**config.mk**
```make
export PLATFORM = sky130hd
export DESIGN_NAME = mp_step_ctrl_flat
export DESIGN_NICKNAME = d
export VERILOG_FILES = /design/src/rtl/mp_step_ctrl_if.sv /design/src/rtl/mp_step_ctrl.sv /design/src/flat_wrapper.sv
export SDC_FILE = /design/constraint.sdc
export NUM_CORES = 1
export LEC_CHECK = 0
export BUFFER_PORTS_ARGS = -buffer_cell sky130_fd_sc_hd__buf_2
export CAP_MARGIN = 15
export CORE_MARGIN = 4
export CORE_UTILIZATION = 50
export DETAILED_ROUTE_END_ITERATION = 10
export PLACE_DENSITY = 0.79
export SLEW_MARGIN = 20
export SYNTH_ARGS = -nofsm -noshare
export SYNTH_HDL_FRONTEND = slang
export SYNTH_SLANG_ARGS = --single-unit
export TNS_END_PERCENT = 50
```
**constraint.sdc**
```tcl
create_clock -name clk -period 4.5 [get_ports clk]
set_input_delay 0.45 -clock clk [delete_from_list [all_inputs] [get_ports clk]]
set_output_delay 0.45 -clock clk [all_outputs]
set_load 0.005 [all_outputs]
```
**src/rtl/mp_step_ctrl_if.sv**
```systemverilog
// Board-side manual-clock bundle between the validation top and mp_step_ctrl.
// The master drives the raw board and core inputs; the slave returns step and phase status.
interface mp_step_ctrl_if #(
  parameter int CNT_W = 16
);
  logic             key_in;
  logic             manual;
  logic             halt;
  logic             step;
  logic [1:0]       phase;
  logic [3:0]       phase_oh;
  logic             instr_done;
  logic [CNT_W-1:0] instr_count;
  logic             key_level;

  modport master (
    output key_in,
    output manual,
    output halt,
    input  step,
    input  phase,
    input  phase_oh,
    input  instr_done,
    input  instr_count,
    input  key_level
  );

  modport slave (
    input  key_in,
    input  manual,
    input  halt,
    output step,
    output phase,
    output phase_oh,
    output instr_done,
    output instr_count,
    output key_level
  );
endinterface

```
**src/rtl/mp_step_ctrl.sv**
```systemverilog
// Manual/auto step controller: debounces KEY0 into single-cycle step pulses, sequences
// the FD -> EX -> RWB -> IF phases and counts retired instructions.
module mp_step_ctrl #(
  parameter int DEBOUNCE_CYCLES = 4,
  parameter int AUTO_DIV        = 8,
  parameter int CNT_W           = 16
) (
  input  logic          clk,
  input  logic          reset_n,
  mp_step_ctrl_if.slave bus
);

  localparam int DB_W  = (DEBOUNCE_CYCLES > 1) ? $clog2(DEBOUNCE_CYCLES) : 1;
  localparam int DIV_W = $clog2(AUTO_DIV);

  localparam logic [DB_W-1:0]  DB_LAST  = DB_W'(DEBOUNCE_CYCLES - 1);
  localparam logic [DIV_W-1:0] DIV_LAST = DIV_W'(AUTO_DIV - 1);

  localparam logic [1:0] PH_FD  = 2'd0;
  localparam logic [1:0] PH_EX  = 2'd1;
  localparam logic [1:0] PH_RWB = 2'd2;
  localparam logic [1:0] PH_IF  = 2'd3;

  logic             s1_q, s1_d;
  logic             s2_q, s2_d;
  logic [DB_W-1:0]  db_cnt_q, db_cnt_d;
  logic             key_level_q, key_level_d;
  logic             key_prev_q, key_prev_d;
  logic [1:0]       settle_q, settle_d;
  logic             armed_q, armed_d;
  logic             manual_prev_q, manual_prev_d;
  logic [DIV_W-1:0] div_q, div_d;
  logic             step_q, step_d;
  logic             instr_done_q, instr_done_d;
  logic [CNT_W-1:0] instr_count_q, instr_count_d;
  logic [1:0]       phase_q, phase_d;
  logic [3:0]       phase_oh_q, phase_oh_d;

  logic key_rise;
  logic man_fire;
  logic auto_fire;
  logic candidate;

  // Two-flop synchroniser followed by a stability counter; the counter is
  // compared against DEBOUNCE_CYCLES-1 so the level flips on the Nth mismatch.
  always_comb begin
    s1_d        = bus.key_in;
    s2_d        = s1_q;
    db_cnt_d    = '0;
    key_level_d = key_level_q;
    if (s2_q != key_level_q) begin
      if (db_cnt_q == DB_LAST) begin
        key_level_d = s2_q;
        db_cnt_d    = '0;
      end else begin
        db_cnt_d = db_cnt_q + 1'b1;
      end
    end
  end

  // A press only counts once the key has been seen released after reset, so a
  // key held through reset must be let go before it can step again.
  always_comb begin
    key_prev_d = key_level_q;
    settle_d   = {settle_q[0], 1'b1};
    armed_d    = armed_q | (settle_q[1] & ~s2_q & ~key_level_q);
    key_rise   = key_level_q & ~key_prev_q;
    man_fire   = bus.manual & armed_q & key_rise;
  end

  // The divider is held clear in manual mode and on the first auto clock, so
  // the first auto step lands exactly AUTO_DIV clocks after manual drops.
  always_comb begin
    manual_prev_d = bus.manual;
    auto_fire     = 1'b0;
    div_d         = '0;
    if (!bus.manual && !manual_prev_q) begin
      if (div_q == DIV_LAST) begin
        auto_fire = 1'b1;
      end else begin
        div_d = div_q + 1'b1;
      end
    end
  end

  always_comb begin
    candidate     = bus.manual ? man_fire : auto_fire;
    step_d        = candidate & ~step_q & ~((phase_q == PH_FD) & bus.halt);
    instr_done_d  = step_d & (phase_q == PH_IF);
    instr_count_d = instr_count_q;
    if (instr_done_d) begin
      instr_count_d = instr_count_q + 1'b1;
    end
  end

  // Phase advances on the clock after the step pulse, so the pulse and the
  // halt gate always see the phase being left.
  always_comb begin
    phase_d = phase_q;
    if (step_q) begin
      case (phase_q)
        PH_FD:   phase_d = PH_EX;
        PH_EX:   phase_d = PH_RWB;
        PH_RWB:  phase_d = PH_IF;
        default: phase_d = PH_FD;
      endcase
    end
    case (phase_d)
      PH_FD:   phase_oh_d = 4'b0001;
      PH_EX:   phase_oh_d = 4'b0010;
      PH_RWB:  phase_oh_d = 4'b0100;
      default: phase_oh_d = 4'b1000;
    endcase
  end

  always_ff @(posedge clk or negedge reset_n) begin
    if (!reset_n) begin
      s1_q          <= 1'b0;
      s2_q          <= 1'b0;
      db_cnt_q      <= '0;
      key_level_q   <= 1'b0;
      key_prev_q    <= 1'b0;
      settle_q      <= 2'b00;
      armed_q       <= 1'b0;
      manual_prev_q <= 1'b0;
      div_q         <= '0;
      step_q        <= 1'b0;
      instr_done_q  <= 1'b0;
      instr_count_q <= '0;
      phase_q       <= PH_FD;
      phase_oh_q    <= 4'b0001;
    end else begin
      s1_q          <= s1_d;
      s2_q          <= s2_d;
      db_cnt_q      <= db_cnt_d;
      key_level_q   <= key_level_d;
      key_prev_q    <= key_prev_d;
      settle_q      <= settle_d;
      armed_q       <= armed_d;
      manual_prev_q <= manual_prev_d;
      div_q         <= div_d;
      step_q        <= step_d;
      instr_done_q  <= instr_done_d;
      instr_count_q <= instr_count_d;
      phase_q       <= phase_d;
      phase_oh_q    <= phase_oh_d;
    end
  end

  assign bus.step        = step_q;
  assign bus.phase       = phase_q;
  assign bus.phase_oh    = phase_oh_q;
  assign bus.instr_done  = instr_done_q;
  assign bus.instr_count = instr_count_q;
  assign bus.key_level   = key_level_q;

endmodule

```
**src/flat_wrapper.sv**
```systemverilog
// flat-port wrapper written by rule: the top's interface ports become plain ports
module mp_step_ctrl_flat 
#(
  parameter int DEBOUNCE_CYCLES = 4,
  parameter int AUTO_DIV        = 8,
  parameter int CNT_W           = 16
)
  (clk, reset_n, bus_key_in, bus_manual, bus_halt, bus_step, bus_phase, bus_phase_oh, bus_instr_done, bus_instr_count, bus_key_level);
  mp_step_ctrl_if #(.CNT_W(CNT_W)) bus_i ();
  input  logic clk;
  input  logic reset_n;
  input wire logic [$bits(bus_i.key_in)-1:0] bus_key_in;
  input wire logic [$bits(bus_i.manual)-1:0] bus_manual;
  input wire logic [$bits(bus_i.halt)-1:0] bus_halt;
  output wire logic [$bits(bus_i.step)-1:0] bus_step;
  output wire logic [$bits(bus_i.phase)-1:0] bus_phase;
  output wire logic [$bits(bus_i.phase_oh)-1:0] bus_phase_oh;
  output wire logic [$bits(bus_i.instr_done)-1:0] bus_instr_done;
  output wire logic [$bits(bus_i.instr_count)-1:0] bus_instr_count;
  output wire logic [$bits(bus_i.key_level)-1:0] bus_key_level;
  assign bus_i.key_in = bus_key_in;
  assign bus_i.manual = bus_manual;
  assign bus_i.halt = bus_halt;
  assign bus_step = bus_i.step;
  assign bus_phase = bus_i.phase;
  assign bus_phase_oh = bus_i.phase_oh;
  assign bus_instr_done = bus_i.instr_done;
  assign bus_instr_count = bus_i.instr_count;
  assign bus_key_level = bus_i.key_level;
  mp_step_ctrl #(.DEBOUNCE_CYCLES(DEBOUNCE_CYCLES), .AUTO_DIV(AUTO_DIV), .CNT_W(CNT_W)) u_core (.clk(clk), .reset_n(reset_n), .bus(bus_i));
endmodule
```
# Word-level counts from Yosys, hierarchy flattened
# Cells that the tools add are included.
[totals]
reg_bits = 37
inputBits = 5
output_inout_bits = 25
word_cells = 56
[op_classes]
add_sub_neg = 3
n_eq_ne = 8
mux = 10
n_bitwise = 15
reduce_logical = 6
[ops]
columns = ["op", "n"]
rows = [
  ["adder 16 x 1 -> 16 bit (second input constant)", 1],
  ["case mux 4 bit (3 select lines)", 1],
  ["bitwise AND 1 bit", 9],
  ["equality test 2 bit (second input constant)", 4],
  ["2-to-1 mux 2 bit", 3],
  ["2-to-1 mux 3 bit", 2],
  ["case mux 2 bit (3 select lines)", 1],
  ["NOT 1 bit", 5],
  ["equality test 2 x 1 -> 1 bit (second input constant)", 2],
  ["logical NOT 2 bit", 2],
  ["adder 3 x 1 -> 3 bit (second input constant)", 1],
  ["equality test 3 bit (second input constant)", 1],
  ["2-to-1 mux 1 bit", 3],
  ["adder 2 x 1 -> 2 bit (second input constant)", 1],
  ["logical NOT 1 bit", 2],
  ["AND reduction 2 bit", 1],
  ["logical AND 1 bit", 1],
  ["inequality test 1 bit", 1],
  ["OR 1 bit", 1],
]

# Depth between registers and ports, before layout
# Gate-level depths: netlist of the first run.
[depth]
word_depth = 7
mapped_depth = 6
mapped_depth_nobuf = 6

# Worst setup path before layout of the first run
# OpenSTA, ideal clock, no wires.
[synth_timing]
kind = "register -> register"
startpoint = "reg u_core.div_q[0]"
endpoint = "reg u_core.instr_count_q[1] (netlist: u_core.bus.instr_count[1])"
setup_time_ps = 125
t_arrival_ps = 1557
t_required_ps = 4375
setup_slack_ps = 2818
stages_incl_launch_ff = 6
path_buffers = 0
period_less_slack_ps = 1682
cell_sequence = "dfrtp_1 ha_1 ha_1 nor3b_2 o211ai_4 mux2_2"
[synth_between]
elab_chain_len = 7
[synth_lines]
columns = ["item", "line", "rtl"]
rows = [
  ["start, declared", "mp_step_ctrl.sv:32", "logic [DIV_W-1:0] div_q, div_d;"],
  ["start signal, assigned", "mp_step_ctrl.sv:141", "div_q <= div_d;"],
  ["equality test 3 bit", "mp_step_ctrl.sv:78", "if (div_q == DIV_LAST) begin"],
  ["2-to-1 mux 1 bit", "mp_step_ctrl.sv:78", ""],
  ["2-to-1 mux 1 bit", "mp_step_ctrl.sv:77", "if (!bus.manual && !manual_prev_q) begin"],
  ["2-to-1 mux 1 bit", "mp_step_ctrl.sv:87", "candidate = bus.manual ? man_fire : auto_fire;"],
  ["bitwise AND 1 bit (2 in series)", "mp_step_ctrl.sv:88", "step_d = candidate & ~step_q & ~((phase_q == PH_FD) & bus.halt);"],
  ["bitwise AND 1 bit", "mp_step_ctrl.sv:89", "instr_done_d = step_d & (phase_q == PH_IF);"],
  ["end signal, assigned", "mp_step_ctrl.sv:144", "instr_count_q <= instr_count_d;"],
  ["end, declared", "mp_step_ctrl.sv:35", "logic [CNT_W-1:0] instr_count_q, instr_count_d;"],
]
# No other way between the ends.
# A chain may end at the register's enable or synchronous reset.

# Worst setup path after layout of the first run
[layout_timing]
startpoint = "reg u_core.div_q[0]"
endpoint = "reg u_core.instr_count_q[11] (netlist: u_core.bus.instr_count[11])"
# The elaborated chain is that of the path after synthesis.

==> results of run 1 <==
Yosys cell counts (all sizes together):
| library cell | number |
|---|---|
| and3 | 3 |
| nor2b | 3 |
| and2 | 1 |
| nand2 | 5 |
| mux2 | 2 |
| nor4 | 5 |
| nor3 | 4 |
| xnor2 | 4 |
| nor3b | 3 |
| o211ai | 2 |
| and4b | 1 |
| o21ai | 4 |
| a21o | 1 |
| conb | 1 |
| o2111ai | 1 |
| dfstp | 1 |
| inv | 6 |
| nand4 | 2 |
| nor2 | 8 |
| ha | 7 |
| xor2 | 12 |
| and4 | 1 |
| a21oi | 1 |
| nand3 | 7 |
| dfrtp | 36 |
final timing paths:
| check | from | to | slack, ns | cells past startpoint |
|---|---|---|---|---|
| setup / recovery | u_core.div_q[0] | u_core.bus.instr_count[11] | 2.66 | 6 |
| hold / removal | reset_n | u_core.bus.phase_oh[3] | 0.19 | 1 |
| setup reg to reg | u_core.div_q[0] | u_core.bus.instr_count[11] | 2.66 | 6 |
| hold reg to reg | u_core.settle_q[0] | u_core.settle_q[1] | 0.36 | 0 |
| max in group asynchronous | reset_n | u_core.bus.instr_count[5] | 3.81 | 1 |
| min in group clk | bus_key_in | u_core.s1_q | 0.21 | 1 |
sequential cells by signal, indices dropped and copies added (netlist names):
name / flops
u_core.s1_q: 1
u_core.key_prev_q: 1
u_core.bus.phase_oh: 4
u_core.db_cnt_q: 2
u_core.manual_prev_q: 1
u_core.bus.instr_count: 16
u_core.bus.step: 1
u_core.bus.phase: 2
u_core.s2_q: 1
u_core.armed_q: 1
u_core.bus.key_level: 1
u_core.div_q: 3
u_core.bus.instr_done: 1
u_core.settle_q: 2
worst max-delay path, delay by kind of cell (launching register included):
kind            cells  cell delay, ns
compound gates      1            0.12
xor+xnor            1            0.17
fa+ha+maj           2            0.30
flops               1            0.37
simple gates        2            0.81
per-layer routing:
metal  part of all wire [%]  GRT usage [%]  wire (µm)  up-vias
li1                       -              -          -      487
met1                     45           18.3       1140      506
met2                     47           23.7       1200       28
met3                    7.1           6.93        180        4
met4                   0.82           4.04         21        0
met5                      0              0          0        -
report_power, final:
part | leakage, nW | internal, mW | switching [mW] | total, mW
Sequential | 0.478 | 0.384 | 0.0346 | 0.419
Clock | 0.0320 | 0.0595 | 0.101 | 0.161
Combinational | 0.463 | 0.0697 | 0.0831 | 0.153
stage by stage:
| step | area, µm² | hold WS, ns | util (%) | power (mW) | worst slack (ns) |
|---|---|---|---|---|---|
| 2_1_floorplan | 1540 | 0.154 | - | 0.515 | 2.82 |
| 3_3_place_gp | 1720 | 0.333 | 60.4 | 0.569 | 2.74 |
| 3_5_place_dp | 1720 | 0.338 | 60.4 | 0.582 | 2.65 |
| 6_report | 1780 | 0.193 | 62.2 | 0.733 | 2.66 |
| 5_1_grt | 1780 | 0.186 | 62.2 | 0.786 | 2.44 |
| 4_1_cts | 1780 | 0.198 | 62.2 | 0.742 | 2.62 |
layout make-up:
cell class | count | share of cell area, %
clock buffers | 6 | 2.33
clock inverters | 2 | 0.564
inverters | 6 | 1.27
multi-input cells | 78 | 33.3
flip-flops and latches | 37 | 52.2
well taps | 31 | 2.18
repair buffers | 29 | 8.17
logic make-up (layout without fill, tap and decap cells):
kind of cell / count (synthesis) / after routing / share of synthesized area [%]
XOR/XNOR: 16 / 16 / 9.10
flip-flops: 37 / 37 / 60.2
AO/OA/AOI/OAI: 9 / 9 / 5.36
buffers and inverters: 6 / 43 / 1.46
other: 1 / 1 / 0.243
AND/OR/NAND/NOR: 43 / 43 / 16.5
adder cells (fa/ha/maj): 7 / 7 / 5.69
multiplexers: 2 / 2 / 1.46
==> results.py, run 1 <==
metrics = {
    "run_status": {
        "status": "finished, final reports clean",
    },
    "drt": {
        "viasPerCell": 5.42,
        "post_drt_wl_per_cell_um": 13.5,
        "totalWireLength_um": 2550,
        "dr_total_vias": 1025,
        "route.detailed.drc": 0,
        "dr.pass1.iters": 4,
        "ant_nets": 0,
        "first_iter_violations": 22,
    },
    "die": {
        "num_rows": 19,
        "fp.dieW_um": 63.5,
        "fp.dieH_um": 63.5,
        "start_util_pct": 54.0,
        "io_pins": 30,
        "core_mm2": 0.00285,
        "die_area_mm2": 0.00403,
    },
    "cells_and_area": {
        "nNetsFinal": 169,
        "final_cell_mix": "dfrtp_1, buf_2, xor2_1, nor2_1",
        "final_common_cell": "dfrtp_1",
        "synthToLayoutAreaGrowth_pct": 15.3,
        "antenna_cells": 0,
        "regArea_um2": 927,
        "drive_gt1_share_pct": 29.1,
        "post_layout_nonfiller_instances": 189,
        "nFillCells": 226,
        "multi_input_area_um2": 591,
    },
    "logic_synthesis": {
        "yosysWarningCount": 0,
        "yosys.cell_types.count": 29,
        "syn-num-nets": 133,
        "syn_area_per_cell_um2": 12.7,
        "synth_cells": 121,
        "yosys.area.top_type": "dfrtp_1",
        "ys_seq_area_share_pct": 60.2,
        "synth.top_cell.area_share_pct": 58.5,
        "ys_seq_elements": 37,
        "yosys-top-cells-area": "dfrtp_1, xor2_1, ha_1",
        "netlist_area_mm2": 0.00154,
    },
    "placement": {
        "gp_congestion": 0.776,
        "dp_cells": 181,
        "port_buffers": 29,
        "place_hpwl_um": 1900,
    },
    "timing": {
        "setup_viol": 0,
        "rsz0062_at_grt": "no",
        "fmax_ghz": 0.544,
        "report.final.slew_viol_count": 0,
        "worst_pin_slew_ns": 0.796,
        "fin_worst_skew_ns": 0.00658,
        "min_period_ns": 1.84,
        "finalCritPeriodShare_pct": 40.9,
        "tns_ns": 0,
        "finalHoldViolCount": 0,
        "slew_headroom_pct": 46.9,
    },
    "cts": {
        "clock-sinks": 37,
        "cts_tree": "yes",
        "htree_levels": 2,
        "cts_buffer_depth": 2,
        "cts_resized": 0,
        "post_cts_buffers": 0,
        "path_clk_slew_ns": 0.10,
        "cts-root-buf": "clkbuf_4",
        "cts_hold_buffers": 0,
        "clk_latency_ns": 0.33,
        "cts_made_buffers": 5,
    },
    "critical_path": {
        "worstSetupPathType": "reg -> reg",
        "crit_path_end_kind": "flip-flop",
        "cp_common_cell": "ha_1",
        "path_max_fanout": 4,
        "cp.arrival_ns": 2.11,
        "crit_path_max_incr_delay_ns": 0.43,
        "crit_path_top_delay_cell": "nor4_1",
        "critPathRequiredTime_ns": 4.77,
        "start_kind": "flip-flop",
        "path_cells": "ha_1 > ha_1 > nor3b_2 > o21ai_2 > nor4_1 > xor2_1",
    },
    "worst_hold_path": {
        "min_path_type": "in -> async",
    },
    "global_route": {
        "grt_pass1_wl_um": 4720,
        "overflow": 0,
        "antenna_found_initial": 0,
        "grt_pass1_vias": 1039,
        "grt_use_total_pct": 14.9,
        "grt_max_degree": 38,
    },
    "power": {
        "ir_drop_mv": 0.251,
        "power.density_mw_per_mm2": 413,
        "p_leak_nw": 0.974,
    },
    "flow_run": {
        "drv_cap": 0,
    },
}
(Power assumes the default switching activity.)
==> run 2: changes to the inputs <==
- CORE_UTILIZATION: 50 -> 48
- PLACE_DENSITY: 0.79 -> 0.8
- clock period: 4.5 -> 1.66 ns (I/O delays scaled with it)
==> run 2 against run 1 <==
Net effect: critical path depth stayed put; first-iteration DRC count is 68% higher; design area is 13% higher; non-clock buffer count is 17 higher; utilization is 3.7 points higher; the flow now finishes with violations (setup timing); maximum frequency is 6.1% higher; sequential share of layout area is 6.2 points lower; sequential cell count stayed put.
==> results.py, run 2 (synthesized netlist as in run 1, its figures left out) <==
metrics = {
    "run_status": {
        "status": "complete, but fails checks",
        "violations": "setup timing",
    },
    "die": {
        "start_util_pct": 50.5,
        "die_area_mm2": 0.00418,
        "num_rows": 20,
        "fp.dieH_um": 64.6,
        "fp.dieW_um": 64.6,
        "io_pins": 30,
        "core_mm2": 0.00305,
    },
    "placement": {
        "dp_cells": 206,
        "port_buffers": 29,
        "pre_cts_ws_ns": -0.108,
        "gp_congestion": 0.721,
        "place_hpwl_um": 2060,
    },
    "global_route": {
        "grt_pass1_vias": 1172,
        "grt_use_total_pct": 15.8,
        "antenna_found_initial": 0,
        "overflow": 0,
        "grt_pass1_wl_um": 5060,
        "grt_max_degree": 38,
    },
    "critical_path": {
        "start_kind": "flip-flop",
        "critPathRequiredTime_ns": 1.93,
        "path_max_fanout": 8,
        "cp.arrival_ns": 2.00,
        "worstSetupPathType": "reg -> reg",
        "crit_path_end_kind": "flip-flop",
    },
    "timing": {
        "rsz0062_at_grt": "yes",
        "min_period_ns": 1.73,
        "worst_slack_ns": -0.0743,
        "fin_worst_skew_ns": 0.00545,
        "fmax_ghz": 0.577,
        "finalHoldViolCount": 0,
        "setup_viol": 5,
        "report.final.slew_viol_count": 0,
        "whs_ns": 0.0293,
        "tns_ns": -0.202,
        "finalCritPeriodShare_pct": 104,
    },
    "drt": {
        "dr_total_vias": 1112,
        "route.detailed.drc": 0,
        "post_drt_wl_per_cell_um": 13.2,
        "first_iter_violations": 37,
        "totalWireLength_um": 2900,
        "ant_nets": 0,
        "viasPerCell": 5.08,
        "dr.pass1.iters": 4,
    },
    "cells_and_area": {
        "largest_register_ff_count": 16,
        "nNetsFinal": 186,
        "synthToLayoutAreaGrowth_pct": 30.7,
        "drive_gt1_share_pct": 41.1,
        "final_common_cell": "dfrtp_1",
        "final_cell_mix": "dfrtp_1, buf_2, buf_4, xor2_1, nor2_1",
        "antenna_cells": 0,
        "post_layout_nonfiller_instances": 219,
    },
    "power": {
        "ir_drop_mv": 0.749,
        "power.density_mw_per_mm2": 1060,
        "p_leak_nw": 1.06,
        "total_power_mw": 2.14,
    },
    "worst_hold_path": {
        "min_path_type": "in -> reg",
    },
    "cts": {
        "cts_buffer_depth": 2,
        "clock-sinks": 37,
        "clk_latency_ns": 0.33,
        "cts-root-buf": "clkbuf_4",
        "htree_levels": 2,
        "cts_tree": "yes",
        "path_clk_slew_ns": 0.11,
        "cts_made_buffers": 5,
    },
    "flow_run": {
        "drv_cap": 0,
    },
}
-- run 2: what timing repair did --
item / CTS / global route
endpoints found under the hold margin: 37 / 0
resized for setup: 9 / 4
pin swaps: 9 / 2
setup buffers: 1 / 2
endpoints found under the setup margin: 13 / 17
hold buffers: 2 / 0
-- run 2: through the flow --
step	area (µm²)	util (%)
after floorplan	1550	-
after global placement	1840	60.3
after detailed placement	1840	60.3
after CTS	1970	64.7
after global routing	2010	65.9
final	2010	65.9
-- run 2: worst paths after layout --
| check | startpoint | to | slack, ns | cells past startpoint |
|---|---|---|---|---|
| max | u_core.div_q[0] | u_core.bus.instr_count[12] | -0.07 | 6 |
| min | bus_manual | u_core.manual_prev_q | 0.03 | 1 |
| max reg2reg | u_core.div_q[0] | u_core.bus.instr_count[12] | -0.07 | 6 |
| min reg2reg | u_core.settle_q[0] | u_core.settle_q[1] | 0.37 | 0 |
| max in group asynchronous | reset_n | u_core.bus.phase_oh[0] | 0.94 | 3 |
| min in group asynchronous | reset_n | u_core.bus.instr_count[14] | 0.38 | 3 |
-- run 2: worst max-delay path, stage by stage (launching register included) --
cell	delay, ns
dfrtp_1	0.38
ha_2	0.20
ha_4	0.12
nor3b_4	0.32
o211ai_4	0.19
nor4_4	0.30
xor2_1	0.16
-- run 2: power by group --
group          internal, mW  switching, mW  leakage [nW]
sequential             1.04         0.0702         0.478
combinational         0.282          0.280         0.563
clock                 0.164          0.300        0.0234
-- run 2: area by class of cell --
type                       count  area, µm²
timing repair buffer          46        278
clock buffer                   5       37.5
inverter                       6       22.5
tap                           44       55.1
multi-input combinational     78        671
fill                         248       1040
clock inverter                 3       22.5
sequential                    37        927
-- run 2: per-layer routing --
metal  up-vias  share of wire (%)  GRT usage (%)
li1        521                  -              -
met1       542                 40           18.1
met2        40                 51           26.3
met3         9                5.4           4.16
met4         0                2.7           10.0
met5         -                  0              0
